### config.mk
export PLATFORM = sky130hd
export DESIGN_NAME = writeback_unit
export DESIGN_NICKNAME = d
export VERILOG_FILES = /design/src/rtl/writeback_unit_pkg.sv /design/src/rtl/writeback_unit_fifo.sv /design/src/rtl/writeback_unit.sv
export SDC_FILE = /design/constraint.sdc
export NUM_CORES = 1
export LEC_CHECK = 0
export ABC_AREA = 1
export BUFFER_PORTS_ARGS = -buffer_cell sky130_fd_sc_hd__buf_2
export CORE_MARGIN = 10
export CORE_UTILIZATION = 50
export CTS_CLUSTER_SIZE = 8
export DETAILED_ROUTE_END_ITERATION = 12
export HOLD_SLACK_MARGIN = 0.03
export PLACE_DENSITY_LB_ADDON = 0.1
export SLEW_MARGIN = 0
export SYNTH_ARGS = -nofsm -noshare
export SYNTH_HDL_FRONTEND = slang
export SYNTH_SLANG_ARGS = --single-unit
### constraint.sdc
create_clock -name clock -period 4.14 [get_ports clock]
set_clock_uncertainty 0.1 [all_clocks]
set_input_delay 0 -clock clock [delete_from_list [all_inputs] [get_ports clock]]
set_output_delay 0 -clock clock [all_outputs]
set_load 0.005 [all_outputs]
### src/rtl/writeback_unit_pkg.sv
// Shared types and sizing constants for the core's register-file writeback path.
package cpu_core_params;

    typedef logic [31:0] CpuData;
    typedef logic [4:0]  RegAddress;

    typedef struct packed {
        RegAddress address;
        CpuData    data;
    } WbRequest;

    localparam int WB_FIFO_DEPTH   = 2;
    localparam int WB_STARVE_LIMIT = 4;

endpackage

### src/rtl/writeback_unit_fifo.sv
// Small synchronous FIFO buffering long-latency writeback requests.
// Pointers carry one extra wrap bit so full and empty are distinguishable.
module writeback_fifo
    import cpu_core_params::*;
#(
    parameter int DEPTH = WB_FIFO_DEPTH
) (
    input  logic     clock,
    input  logic     reset,
    input  logic     push,
    input  WbRequest push_data,
    input  logic     pop,
    output WbRequest head,
    output logic     full,
    output logic     empty
);

    localparam int AW = (DEPTH > 1) ? $clog2(DEPTH) : 1;

    WbRequest       mem [DEPTH];
    logic [AW:0]    wr_ptr;
    logic [AW:0]    rd_ptr;
    logic [AW-1:0]  wr_index;
    logic [AW-1:0]  rd_index;

    assign wr_index = wr_ptr[AW-1:0];
    assign rd_index = rd_ptr[AW-1:0];

    assign empty = (wr_ptr == rd_ptr);
    assign full  = (wr_ptr[AW] != rd_ptr[AW]) && (wr_index == rd_index);
    assign head  = mem[rd_index];

    always_ff @(posedge clock) begin
        if (reset) begin
            wr_ptr <= '0;
            rd_ptr <= '0;
        end else begin
            if (push && !full) begin
                wr_ptr <= wr_ptr + (AW + 1)'(1);
            end
            if (pop && !empty) begin
                rd_ptr <= rd_ptr + (AW + 1)'(1);
            end
        end
    end

    always_ff @(posedge clock) begin
        if (!reset && push && !full) begin
            mem[wr_index] <= push_data;
        end
    end

endmodule

### src/rtl/writeback_unit.sv
// Merges pipeline and long-latency writebacks onto the register-file write port.
// Define WRITEBACK_BYPASS_EN to forward the committing write to decode queries.
module writeback_unit
    import cpu_core_params::*;
#(
    parameter int FIFO_DEPTH   = WB_FIFO_DEPTH,
    parameter int STARVE_LIMIT = WB_STARVE_LIMIT
) (
    input  logic        clock,
    input  logic        reset,
    input  logic        issue_valid,
    output logic        issue_ready,
    input  logic [4:0]  issue_address,
    input  logic        pipe_valid,
    output logic        pipe_ready,
    input  logic [4:0]  pipe_address,
    input  logic [31:0] pipe_data,
    input  logic        long_valid,
    output logic        long_ready,
    input  logic [4:0]  long_address,
    input  logic [31:0] long_data,
    input  logic [4:0]  query_address_1,
    input  logic [4:0]  query_address_2,
    output logic        query_busy_1,
    output logic        query_busy_2,
`ifdef WRITEBACK_BYPASS_EN
    output logic [31:0] bypass_data_1,
    output logic [31:0] bypass_data_2,
`endif
    output logic        write_enabled,
    output logic [4:0]  write_address,
    output logic [31:0] write_data
);

    localparam int SW = $clog2(STARVE_LIMIT + 1);
    localparam logic [SW-1:0] LIMIT = SW'(STARVE_LIMIT);

    logic [31:0]   busy;
    logic [31:0]   busy_next;
    logic [SW-1:0] starve;

    WbRequest pipe_req;
    WbRequest long_req;
    WbRequest fifo_head;
    WbRequest sel;

    logic fifo_full;
    logic fifo_empty;
    logic issue_fire;
    logic pipe_fire;
    logic long_fire;
    logic drain;
    logic sel_valid;

    assign pipe_req = '{address: pipe_address, data: pipe_data};
    assign long_req = '{address: long_address, data: long_data};

    assign issue_ready = !reset && !busy[issue_address];
    assign long_ready  = !reset && !fifo_full;
    // The FIFO gets the slot once the pipe has used up its allowance.
    assign pipe_ready  = !reset && !((starve == LIMIT) && !fifo_empty);

    assign issue_fire = issue_valid && issue_ready;
    assign pipe_fire  = pipe_valid && pipe_ready;
    assign long_fire  = long_valid && long_ready;
    assign drain      = !reset && !fifo_empty && !pipe_fire;

    assign sel_valid = pipe_fire || drain;
    assign sel       = pipe_fire ? pipe_req : fifo_head;

    writeback_fifo #(
        .DEPTH(FIFO_DEPTH)
    ) u_fifo (
        .clock    (clock),
        .reset    (reset),
        .push     (long_fire),
        .push_data(long_req),
        .pop      (drain),
        .head     (fifo_head),
        .full     (fifo_full),
        .empty    (fifo_empty)
    );

    always_comb begin
        busy_next = busy;
        if (write_enabled) begin
            busy_next[write_address] = 1'b0;
        end
        if (issue_fire) begin
            busy_next[issue_address] = 1'b1;
        end
        busy_next[0] = 1'b0;
    end

    always_ff @(posedge clock) begin
        if (reset) begin
            busy          <= '0;
            starve        <= '0;
            write_enabled <= 1'b0;
            write_address <= '0;
            write_data    <= '0;
        end else begin
            busy <= busy_next;
            if (fifo_empty || drain) begin
                starve <= '0;
            end else if (pipe_fire && (starve != LIMIT)) begin
                starve <= starve + SW'(1);
            end
            write_enabled <= sel_valid && (sel.address != '0);
            if (sel_valid) begin
                write_address <= sel.address;
                write_data    <= sel.data;
            end
        end
    end

`ifdef WRITEBACK_BYPASS_EN
    logic hit_1;
    logic hit_2;

    assign hit_1 = write_enabled && (write_address == query_address_1);
    assign hit_2 = write_enabled && (write_address == query_address_2);

    assign query_busy_1  = busy[query_address_1] && !hit_1;
    assign query_busy_2  = busy[query_address_2] && !hit_2;
    assign bypass_data_1 = hit_1 ? write_data : '0;
    assign bypass_data_2 = hit_2 ? write_data : '0;
`else
    assign query_busy_1 = busy[query_address_1];
    assign query_busy_2 = busy[query_address_2];
`endif

endmodule
### Word-level counts from Yosys, hierarchy flattened

Memories as Yosys holds them, arrays and structs flattened. A register that Yosys moved wholly into a read port is not among the register bits.
Cells that the tools add are included.

| operators by class | value |
|---|---|
| reductions and logical operators | 28 |
| $add $sub $neg | 3 |
| equal/unequal tests | 5 |
| magnitude comparators | 6 |
| muxes and demuxes | 17 |
| bitwise logic cells | 3 |

Operators by type and width:

| operator | count |
|---|---|
| 32-bit two-way mux | 2 |
| 37-bit two-way mux | 1 |
| 32-bit AND | 1 |
| 32-bit inverter | 1 |
| 32-bit bitwise OR | 1 |
| 5-bit by 6-bit < comparator with 1-bit output (second input constant) | 4 |
| 1-bit logical AND | 18 |
| 1-bit binary-select mux with 5-bit select | 3 |
| 1-bit demux with 5-bit select | 2 |
| 5-bit by 1-bit >= comparator with 1-bit output (second input constant) | 2 |
| 1-bit two-way mux | 9 |
| 1-bit logical NOT | 6 |
| 5-bit nonzero test | 1 |
| 2-bit by 1-bit adder with 2-bit output (second input constant) | 2 |
| 3-bit by 1-bit adder with 3-bit output (second input constant) | 1 |
| 3-bit equality test (second input constant) | 1 |
| 3-bit inequality test (second input constant) | 1 |
| 2-bit equality test | 1 |
| 1-bit logical OR | 2 |
| 2-bit OR reduction | 1 |
| 1-bit equality test | 1 |
| 1-bit inequality test | 1 |

| word-level totals | value |
|---|---|
| input port bits | 94 |
| memories | 1 |
| output and inout port bits | 43 |
| flip-flop bits (word level) | 77 |
| bits in writable memories | 74 |
| logic and storage cells | 71 |

Memory list:

| memory | depth | bits a word | read ports | clocked after Yosys merged registers in | write ports | RTL line | RTL |
|---|---|---|---|---|---|---|---|
| u_fifo.mem | 2 | 37 | 1 | 1 | 1 | writeback_unit_fifo.sv:20 | `WbRequest mem [DEPTH];` |

### Longest topological paths before layout

Gate-level depths: netlist of run 1.

| logic depth | value |
|---|---|
| word-level depth | 11 |
| depth in mapped cells | 15 |
| gate-level depth less buffers | 12 |

### By module

A second synthesis of run 1 with hierarchy kept.

| unflattened totals | value |
|---|---|
| cell total of the unflattened synthesis | 795 |
| area, all modules | 7487.2 um^2 |

Modules (own cells, without submodules):

| module | area an instance (um^2) | instances | cells each | seq. area each (um^2) |
|---|---|---|---|---|
| writeback_unit | 4410.5 | 1 | 632 | 1441.4 |
| writeback_fifo | 3076.7 | 1 | 163 | 2322.2 |

### Worst setup path after synthesis of run 1

No wires, ideal clock.

| timing path | value |
|---|---|
| path kind | register to register |
| from | register u_fifo.wr_ptr[1] |
| to | memory u_fifo.mem[0][0] (netlist bit) (enable) |
| clock period less this slack | 3.040 ns |
| cell stages (with the launch flop) | 7 |
| library setup time | 0.432 ns |
| setup slack | 1.100 ns |
| data required time | 3.608 ns |
| arrival time | 2.508 ns |
| path buffers | 0 |
| cell sequence | dfxtp_1 -> xnor2_1 -> inv_1 -> a21oi_1 -> and2_1 -> inv_1 -> nor2_1 |

| between the ends | value |
|---|---|
| longest elaborated chain between the ends | 9 |

Ends and longest elaborated chain:

| element | RTL line | RTL |
|---|---|---|
| start: declaration | writeback_unit_fifo.sv:21 | `logic [AW:0] wr_ptr;` |
| start signal: assignment | writeback_unit_fifo.sv:39 | `wr_ptr <= wr_ptr + (AW + 1)'(1);` |
| 1-bit inequality test | writeback_unit_fifo.sv:30 | `assign full = (wr_ptr[AW] != rd_ptr[AW]) && (wr_index == rd_index);` |
| 1-bit logical AND | writeback_unit_fifo.sv:30 |  |
| 1-bit logical NOT | writeback_unit.sv:59 | `assign long_ready = !reset && !fifo_full;` |
| 1-bit logical AND | writeback_unit.sv:59 |  |
| named net long_ready | writeback_unit.sv:19 | `output logic long_ready,` |
| 1-bit logical AND | writeback_unit.sv:65 | `assign long_fire = long_valid && long_ready;` |
| 1-bit logical AND (2 in series) | writeback_unit_fifo.sv:48 | `if (!reset && push && !full) begin` |
| 1-bit two-way mux | writeback_unit_fifo.sv:48 |  |
| 1-bit two-way mux (implied by the code) | writeback_unit_fifo.sv:49 | `mem[wr_index] <= push_data;` |
| end: declaration | writeback_unit_fifo.sv:20 |  |

The timed path passes the listed nets, and every way through them passes these cells.

### Worst setup path after layout of run 1

| timing path | value |
|---|---|
| from | input reset |
| to | register busy[2] |

| between the ends | value |
|---|---|
| longest elaborated chain between the ends | 4 |

Ends and longest elaborated chain:

| element | RTL line | RTL |
|---|---|---|
| start: declaration | writeback_unit.sv:10 | `input logic reset,` |
| 1-bit logical NOT | writeback_unit.sv:58 | `assign issue_ready = !reset && !busy[issue_address];` |
| 1-bit logical AND | writeback_unit.sv:58 |  |
| 1-bit logical AND | writeback_unit.sv:63 | `assign issue_fire = issue_valid && issue_ready;` |
| 32-bit two-way mux | writeback_unit.sv:89 | `if (issue_fire) begin` |
| end signal: assignment | writeback_unit.sv:103 | `busy <= busy_next;` |
| end: declaration | writeback_unit.sv:38 | `logic [31:0] busy;` |

Several ways; a longest one is shown, not always the timed one.
A chain may end at the register's enable or synchronous reset.

==> results of run 1 <==
[cells in the final DEF, fill, tap and decap left out, types with 6 or more instances in the layout]
cell type / Yosys / routed
inv_1: 41 / 40
nor2_1: 74 / 73
a21oi_1: 47 / 47
o21ai_1: 8 / 8
edfxtp_1: 74 / 74
nor3_1: 10 / 10
o21ai_0: 134 / 134
dlygate4sd3_1: 0 / 85
clkbuf_16: 0 / 17
nand2_1: 183 / 183
dfxtp_1: 77 / 77
buf_2: 9 / 136
nand3_1: 98 / 97
buf_4: 6 / 6
o221ai_1: 10 / 10
[cell type report]
class / instances / share of cell area
Inverter: 45 / 0.0187
Multi-Input combinational cell: 582 / 0.300
Sequential cell: 151 / 0.418
Clock inverter: 11 / 0.0142
Timing Repair Buffer: 227 / 0.175
Clock buffer: 21 / 0.0500
Tap cell: 176 / 0.0244
[critical path: stages]
cell           delay [ns]
dlygate4sd3_1        0.53
buf_2                0.33
clkinv_1             0.16
buf_4                0.41
nand2_1              0.10
nor2_1               0.15
nand3_2              0.13
nor2_4               0.54
nand2_1              0.08
dlygate4sd3_1        0.58
a21oi_1              0.12
dlygate4sd3_1        0.55
[logic make-up (layout without fill, tap and decap cells)]
logic type      Yosys count  in the layout  synth area share
buf+inv                  87            304            0.0572
mux                       2              2           0.00292
simple gates            369            369             0.225
xor+xnor                  2              2           0.00256
compound gates          207            207             0.159
flops                   151            151             0.550
fa+ha+maj                 2              2           0.00365
[registers in the layout, indices dropped and copies added (netlist names), named ones only]
register       cells
busy              31
starve             3
u_fifo.mem        74
u_fifo.rd_ptr      2
u_fifo.wr_ptr      2
write_address      5
write_data        32
write_enabled      1
[synth_stat cells, drive strengths merged, types with 4 or more instances]
| master | n |
|---|---|
| o21a | 4 |
| nand2 | 183 |
| clkbuf | 22 |
| nor2 | 76 |
| o21ai | 142 |
| a21oi | 47 |
| edfxtp | 74 |
| inv | 42 |
| buf | 20 |
| nand3 | 99 |
| o221ai | 10 |
| nor3 | 10 |
| dfxtp | 77 |
[power by group through the flow]
stage	Sequential (W)	Combinational [W]	Clock (W)
after CTS	0.00172	0.000511	0.00151
after floorplan	0.00174	0.000252	0
final	0.00172	0.000517	0.00149
after detailed placement	0.00175	0.000449	0
after global routing	0.00173	0.000578	0.00159
after global placement	0.00175	0.000437	0
[path summary, 6_finish.rpt]
| check | startpoint | endpoint | slack, ns | cells after the start |
|---|---|---|---|---|
| setup reg to reg | busy[5] | busy[2] | 1.10 | 13 |
| hold reg to reg | write_data[16] | write_data[16] | 0.38 | 2 |
| setup / recovery | reset | busy[2] | 0.67 | 12 |
| hold / removal | query_address_1[4] | query_busy_1 | 0.20 | 3 |
[through the flow]
step | utilization | setup WS (ns)
floorplan | - | 1.10
global placement | 0.568 | 1.74
detailed placement | 0.568 | 1.65
CTS | 0.675 | 0.705
global route | 0.675 | 0.409
finish | 0.675 | 0.669
[routing by layer]
| metal | vias up | global-route usage |
|---|---|---|
| met4 | 0 | 0.0913 |
| met2 | 293 | 0.404 |
| li1 | 3236 | - |
| met5 | - | 0 |
| met3 | 49 | 0.0539 |
| met1 | 3137 | 0.267 |
==> results.ini, run 1 <==
[cts]
cts_setup_buffers=0
path_clk_slew_ns=0.06
hold_buffers=85
cts.htree.levels=4
clockBufferDepth=2
postCtsResizedCells=0
numCtsBuffers=17
clock-sinks=151
clock_latency_ns=0.41
cts_tree=built
cts_root_buf=clkbuf_16

[layout]
diodes=0
fillers=1089
final_nets=1120
final_cells=1213
final-seq-area_um2=3760
drive_gt1_frac=0.171
multi_input_area_um2=2710
fin_area_um2=9010
area_growth_pct=31.6

[synthesis]
synth-seq-cells=151
yosysWarnings=0
ys_async_sr_fraction=0
synth_cell_types=29
syn_inst=820
synth_area_um2=6850
syn_nets=916
synth_edf_count=74
ys_seq_area_frac=0.550
synth_area_leader_cell=edfxtp_1
synth_area_leaders=edfxtp_1 (32%), dfxtp_1 (23%), nand2_1 (10%), o21ai_0 (9.8%), nand3_1 (7.2%)
synth_top_area_frac=0.324
syn_area_per_cell_um2=8.35
synth_top_flop_cell=dfxtp_1

[routing]
drc=0
wl_per_cell_um=17.6
topRoutingLayerUsed=met4
via_count=6715
vias_per_cell=5.54
ant_nets=0
drt_iter0_markers=758
met1_length_um=8400
met2_length_um=10900
wirelength_um=21300
routed-wl-met3_um=1490
dr.pass1.iters=6

[timing]
hold_slack_ns=0.204
max_slew_margin=0.229
rsz0062_at_grt=false
clock.fmax_mhz=288
setup_tns_ns=0
layout_min_cycle_time_ns=3.47
worst_pin_slew_ns=1.15
setup_viol=0
finalHoldViolCount=0
slew_viol_final=0
period_share=0.838

[global_route]
grt_overflow=0
grt_pass1_vias=6811
track_usage=0.231
grt_pass1_wl_um=34400
antenna_found_initial=0
grt_max_degree=66

[place]
gp_congestion=0.914
dp.cells=1096
dpl.hpwl_um=14300
port_buffers=136
place_area_um2=7580

[power]
total_power_w=0.00373
peakVddDrop_mv=0.275
pwr-share-seq=0.462
switching_share=0.254
p_int_w=0.00278
combPwrFrac=0.139
p_leak_nw=3.68
clock_power_share=0.399
power_density_nw_per_um2=414
p_sw_w=0.000949

[setup_path]
cp.required_ns=4.39
critPathCaptureType=flip-flop
setup.worst_path.start_class=input port
cp.arrival_ns=3.73
crit_type=in -> reg
path_max_fanout=42

[run]
drv_cap=0

[die]
ios=137
chipWidth_um=137
start_util=0.513
design.core.area_um2=13300
die_area_um2=18800
core.rowCount=42
die_h_um=137

[hold_path]
hp-class=in -> out

[status]
status=finished clean

(Power assumes the default switching activity.)
==> run 2, diff against run 1 <==
==> constraint.sdc (replaced) <==
create_clock -name clock -period 3.3 [get_ports clock]
set_clock_uncertainty 0.1 [all_clocks]
set_input_delay 0 -clock clock [delete_from_list [all_inputs] [get_ports clock]]
set_output_delay 0 -clock clock [all_outputs]
set_load 0.005 [all_outputs]
==> run 2 against run 1 <==
  * Register-to-register slack worse by 0.34 ns
  * Routed wire length shrank 2.2%
  * Combinational power increased by 26%
  * Setup slack lost 0.30 ns
  * Sequential power grew 26%
  * Utilization is 0.16 points higher
  * Worst hold slack worse by 0.012 ns
  * Non-clock buffer count up 1
  * Global-route usage is 0.73 points lower
  * Clock power rose by 30%
  * First-iteration DRC count is 21% lower
  * Critical path depth is 1 lower
  * Largest cell class unchanged
  * Largest power group unchanged
  * Highest routed layer unchanged
==> results.ini, run 2 (same netlist as run 1, synthesis figures left out) <==
[layout]
largestRegisters=u_fifo.mem (74), write_data (32), busy (31)
final_common_cell=nand2_1
final_cells=1216  ; +0.25%
multi_input_area_um2=2710  ; unchanged
final_nets=1121  ; +0.089%
fillers=1058  ; -2.8%
area_growth_pct=31.9
final-seq-area_um2=3760  ; unchanged
largest_reg_flops=74  ; unchanged
regMostFlops=u_fifo.mem
drive_gt1_frac=0.172  ; +0.00176
layout_common_cells=nand2_1 (183), buf_2 (136), o21ai_0 (134)

[setup_path]
cp.required_ns=3.55  ; -0.84 ns
setup.worst_path.start_class=input port
startpoint=reset
critPathCaptureType=flip-flop
rr_endpoint=write_data[10]
critPathCapture=busy[2]
reg2reg_from=starve[0]
path_max_fanout=41  ; -2.4%
regToRegSetupSlack_ns=0.76  ; -0.34 ns
r2r_cells=11  ; -2
cp.arrival_ns=3.18  ; -0.55 ns
crit_type=in -> reg

[routing]
ant_nets=0  ; unchanged
dr.pass1.iters=5  ; -1
via_count=6757  ; +0.63%
vias_per_cell=5.56  ; +0.38%
wirelength_um=20900  ; -2.2%
wl_per_cell_um=17.2  ; -2.4%
drc=0  ; unchanged
drt_iter0_markers=600  ; -21%

[place]
port_buffers=136  ; unchanged
post-place-ws_ns=0.848  ; -0.805 ns
gp_congestion=0.925  ; +1.2%
dp.cells=1098  ; +0.18%
dpl.hpwl_um=13700  ; -4.1%

[timing]
setup_tns_ns=0  ; unchanged
hold_slack_ns=0.192  ; -0.0118 ns
clock.fmax_mhz=341
rsz0062_at_grt=false
finalHoldViolCount=0  ; unchanged
slew_viol_final=0  ; unchanged
setup_viol=0  ; unchanged
layout_min_cycle_time_ns=2.93
worst_pin_slew_ns=0.796  ; -0.358 ns
setup_ws_ns=0.371  ; -0.298 ns
period_share=0.888
max_slew_margin=0.466  ; +0.237

[hold_path]
hold_start=long_data[9]
hp-class=in -> reg

[global_route]
antenna_found_initial=2  ; +2
track_usage=0.224  ; -0.00727
grt_overflow=0  ; unchanged
grt_pass1_wl_um=33300  ; -3.2%
grt_pass1_vias=6821  ; +0.15%
grt_max_degree=77  ; +17%

[die]
die_area_um2=18800  ; unchanged
die_h_um=137  ; unchanged
core.rowCount=42  ; unchanged
start_util=0.513  ; unchanged
design.core.area_um2=13300  ; unchanged
chipWidth_um=137  ; unchanged
ios=137  ; unchanged

[run]
drv_cap=0  ; unchanged

[power]
peakVddDrop_mv=0.485  ; +76%
p_leak_nw=3.68  ; +0.13%
total_power_w=0.00474  ; +27%
power_density_nw_per_um2=524  ; +27%

[cts]
clock_latency_ns=0.43  ; +0.02 ns
path_clk_slew_ns=0.06  ; about the same
cts_setup_buffers=0  ; unchanged
clock-sinks=151  ; unchanged
hold_buffers=84  ; -1.2%
cts_root_buf=clkbuf_16
clockBufferDepth=2  ; unchanged
postCtsResizedCells=0  ; unchanged
numCtsBuffers=17  ; unchanged
cts.htree.levels=4  ; unchanged
cts_tree=built

[status]
status=finished clean

==> run 2: worst min-delay path by stage <==
stage / end / slack, ns / cells after the start
global route: u_fifo.mem[1][6] / 0.20 / 2
detailed placement: u_fifo.mem[1][1] / 0.09 / 1
global placement: u_fifo.mem[0][1] / 0.09 / 1
finish: u_fifo.mem[1][9] / 0.19 / 2
CTS: busy[27] / 0.18 / 5
floorplan: u_fifo.mem[0][0] / -0.001 / 0
==> run 2: worst max-delay path, stage by stage <==
cell and delay, ns:
dlygate4sd3_1 0.52, buf_2 0.32, clkinv_1 0.18, buf_4 0.43, nand2_1 0.11, nor2_1 0.13
nand3_2 0.12, nor2_4 0.54, nand2_1 0.09, dlygate4sd3_1 0.59, a21oi_1 0.12
==> run 2: power breakdown <==
part	switching (W)	leakage, nW	internal (W)
clock network	0.000744	0.276	0.00118
logic	0.000383	2.10	0.000270
registers	0.0000706	1.31	0.00209
total	0.00120	3.68	0.00354
==> run 2: layout make-up <==
cell class,count,share of cell area
Antenna cell,2,0.000554
Inverter,45,0.0187
Multi-Input combinational cell,582,0.300
Tap cell,176,0.0244
Sequential cell,151,0.417
Clock buffer,19,0.0479
Clock inverter,13,0.0173
Timing Repair Buffer,228,0.175
==> run 2: per-stage QoR <==
step,area [um^2],utilization
after CTS,9030,0.677
after global placement,7600,0.569
final,9030,0.677
after floorplan,6850,-
after detailed placement,7600,0.569
after global routing,9030,0.677
==> run 2: routing by layer <==
| metal | global-route usage | up-vias | part of all wire |
|---|---|---|---|
| li1 | - | 3228 | - |
| met1 | 0.249 | 3153 | 0.39 |
| met2 | 0.387 | 320 | 0.50 |
| met3 | 0.0649 | 56 | 0.083 |
| met4 | 0.101 | 0 | 0.027 |
| met5 | 0 | - | 0 |
==> run 3, diff against run 2 <==
--- a/config.mk
+++ b/config.mk
@@ -7,8 +7,10 @@
 export LEC_CHECK = 0
 export ABC_AREA = 1
 export BUFFER_PORTS_ARGS = -buffer_cell sky130_fd_sc_hd__buf_2
+export CELL_PAD_IN_SITES_DETAIL_PLACEMENT = 1
+export CELL_PAD_IN_SITES_GLOBAL_PLACEMENT = 1
 export CORE_MARGIN = 10
-export CORE_UTILIZATION = 50
+export CORE_UTILIZATION = 41
 export CTS_CLUSTER_SIZE = 8
 export DETAILED_ROUTE_END_ITERATION = 12
 export HOLD_SLACK_MARGIN = 0.03
==> run 3 against run 2 <==
  * Routed wire length grew 16%
  * Clock power is essentially flat
  * Utilization shrank 12 points
  * Largest cell class unchanged
  * Final cell count grew 3.5%
  * Critical path type unchanged
  * Sequential cell count is the same
  * Critical endpoint unchanged
  * Non-clock buffer count is the same
  * Sequential power is essentially flat
  * Die area grew 19%
  * First-iteration DRC count shrank 26%
  * Critical path depth is the same
  * Global-route usage shrank 0.65 points
  * Via count grew 0.25%
  * Highest routed layer unchanged
==> results.ini, run 3 (same netlist as run 1, synthesis figures left out) <==
[timing]
setup_tns_ns=0  ; unchanged
worst_pin_slew_ns=0.723  ; -0.0728 ns
layout_min_cycle_time_ns=2.97  ; +0.0447 ns
setup_viol=0  ; unchanged
finalHoldViolCount=0  ; unchanged
clock.fmax_mhz=336  ; -1.5%
period_share=0.901  ; +0.0136
rsz0062_at_grt=false
max_slew_margin=0.517  ; +0.0507
slew_viol_final=0  ; unchanged

[die]
design.core.area_um2=16500  ; +23%
core.rowCount=47  ; +12%
die_area_um2=22300  ; +19%
ios=137  ; unchanged
start_util=0.416  ; -0.0972
chipWidth_um=149  ; +8.9%
die_h_um=149  ; +8.9%

[routing]
vias_per_cell=5.38  ; -3.1%
drc=0  ; unchanged
wirelength_um=24300  ; +16%
ant_nets=0  ; unchanged
wl_per_cell_um=19.3  ; +13%
drt_iter0_markers=447  ; -26%
dr.pass1.iters=6  ; +1
via_count=6774  ; +0.25%

[layout]
layout_common_cells=nand2_1 (183), buf_2 (136), o21ai_0 (134)
fillers=1976  ; +87%
final-seq-area_um2=3760  ; unchanged
regMostFlops=u_fifo.mem
final_nets=1121  ; unchanged
fin_area_um2=9090  ; +0.65%
largest_reg_flops=74  ; unchanged
drive_gt1_frac=0.177  ; +0.00482
diodes=0  ; -2
multi_input_area_um2=2710  ; unchanged
largestRegisters=u_fifo.mem (74), write_data (32), busy (31)
area_growth_pct=32.8
final_common_cell=nand2_1

[global_route]
antenna_found_initial=0  ; -2
grt_max_degree=77  ; unchanged
grt_overflow=0  ; unchanged
grt_pass1_wl_um=38600  ; +16%
grt_pass1_vias=7147  ; +4.8%
track_usage=0.217  ; -0.00651

[cts]
path_clk_slew_ns=0.07  ; about the same
cts.htree.levels=4  ; unchanged
numCtsBuffers=17  ; unchanged
clockBufferDepth=2  ; unchanged
cts_root_buf=clkbuf_16
clock-sinks=151  ; unchanged
postCtsResizedCells=0  ; unchanged
clock_latency_ns=0.42  ; about the same
cts_tree=built

[setup_path]
path_max_fanout=36  ; -12%
cp.required_ns=3.54  ; about the same
crit_type=in -> reg
critPathCaptureType=flip-flop
setup.worst_path.start_class=input port
cp.arrival_ns=3.22  ; +0.04 ns

[status]
status=finished clean

[power]
p_leak_nw=3.69  ; +0.23%
peakVddDrop_mv=0.476  ; -1.8%
power_density_nw_per_um2=524  ; -0.14%

[hold_path]
hp-class=in -> reg

[place]
place_area_um2=7670  ; +0.99%
gp_congestion=0.845  ; -8.7%
dpl.hpwl_um=16100  ; +17%
port_buffers=136  ; unchanged

[run]
drv_cap=0  ; unchanged

## run 3: worst paths after layout
check | from | to | slack [ns] | depth (start not counted)
setup / recovery | reset | busy[2] | 0.33 | 11
hold / removal | long_data[5] | u_fifo.mem[0][5] | 0.20 | 2
setup reg to reg | busy[5] | busy[2] | 0.54 | 12
hold reg to reg | write_data[14] | write_data[14] | 0.37 | 2
## run 3: what timing repair did
item | CTS | global route
hold buffers | 83 | 0
hold endpoints to repair | 146 | 0
setup buffers | 0 | 0
## run 3: metrics by stage
stage / hold slack (ns) / instances / worst slack, ns / total power [W] / utilization
floorplan: -0.00113 / 820 / 0.260 / 0.00250 / -
global placement: 0.0879 / 1143 / 0.709 / 0.00276 / 0.466
detailed placement: 0.0919 / 1143 / 0.561 / 0.00279 / 0.466
CTS: 0.185 / 1258 / 0.370 / 0.00477 / 0.552
global route: 0.197 / 1258 / 0.0643 / 0.00497 / 0.552
finish: 0.205 / 1258 / 0.326 / 0.00476 / 0.552
## run 3: layout make-up
class / count / share of cell area
Multi-Input combinational cell: 582 / 0.298
Inverter: 45 / 0.0186
Clock buffer: 19 / 0.0510
Tap cell: 220 / 0.0303
Clock inverter: 13 / 0.0136
Timing Repair Buffer: 228 / 0.175
Sequential cell: 151 / 0.414
## run 3: where the power goes
part	internal [W]	total, W	leakage (nW)	switching (W)
Combinational	0.000273	0.000676	2.09	0.000403
Sequential	0.00209	0.00216	1.31	0.0000739
Clock	0.00107	0.00193	0.286	0.000858
## run 3: per-layer routing
layer / up-vias / part of all wire / global-route usage
met1: 3327 / 0.42 / 0.262
met3: 25 / 0.058 / 0.0549
met5: - / 0 / 0
met2: 183 / 0.51 / 0.377
met4: 0 / 0.013 / 0.0579
li1: 3239 / - / -
## run 3: worst max-delay path, cell delays in order
cell and delay (ns):
dlygate4sd3_1 0.55, buf_2 0.35, clkinv_1 0.34, buf_4 0.19, nand2_1 0.10, nor2_1 0.16, nand3_2 0.13, nor2_4 0.58
nand2_1 0.08, dlygate4sd3_1 0.59, a21oi_1 0.13
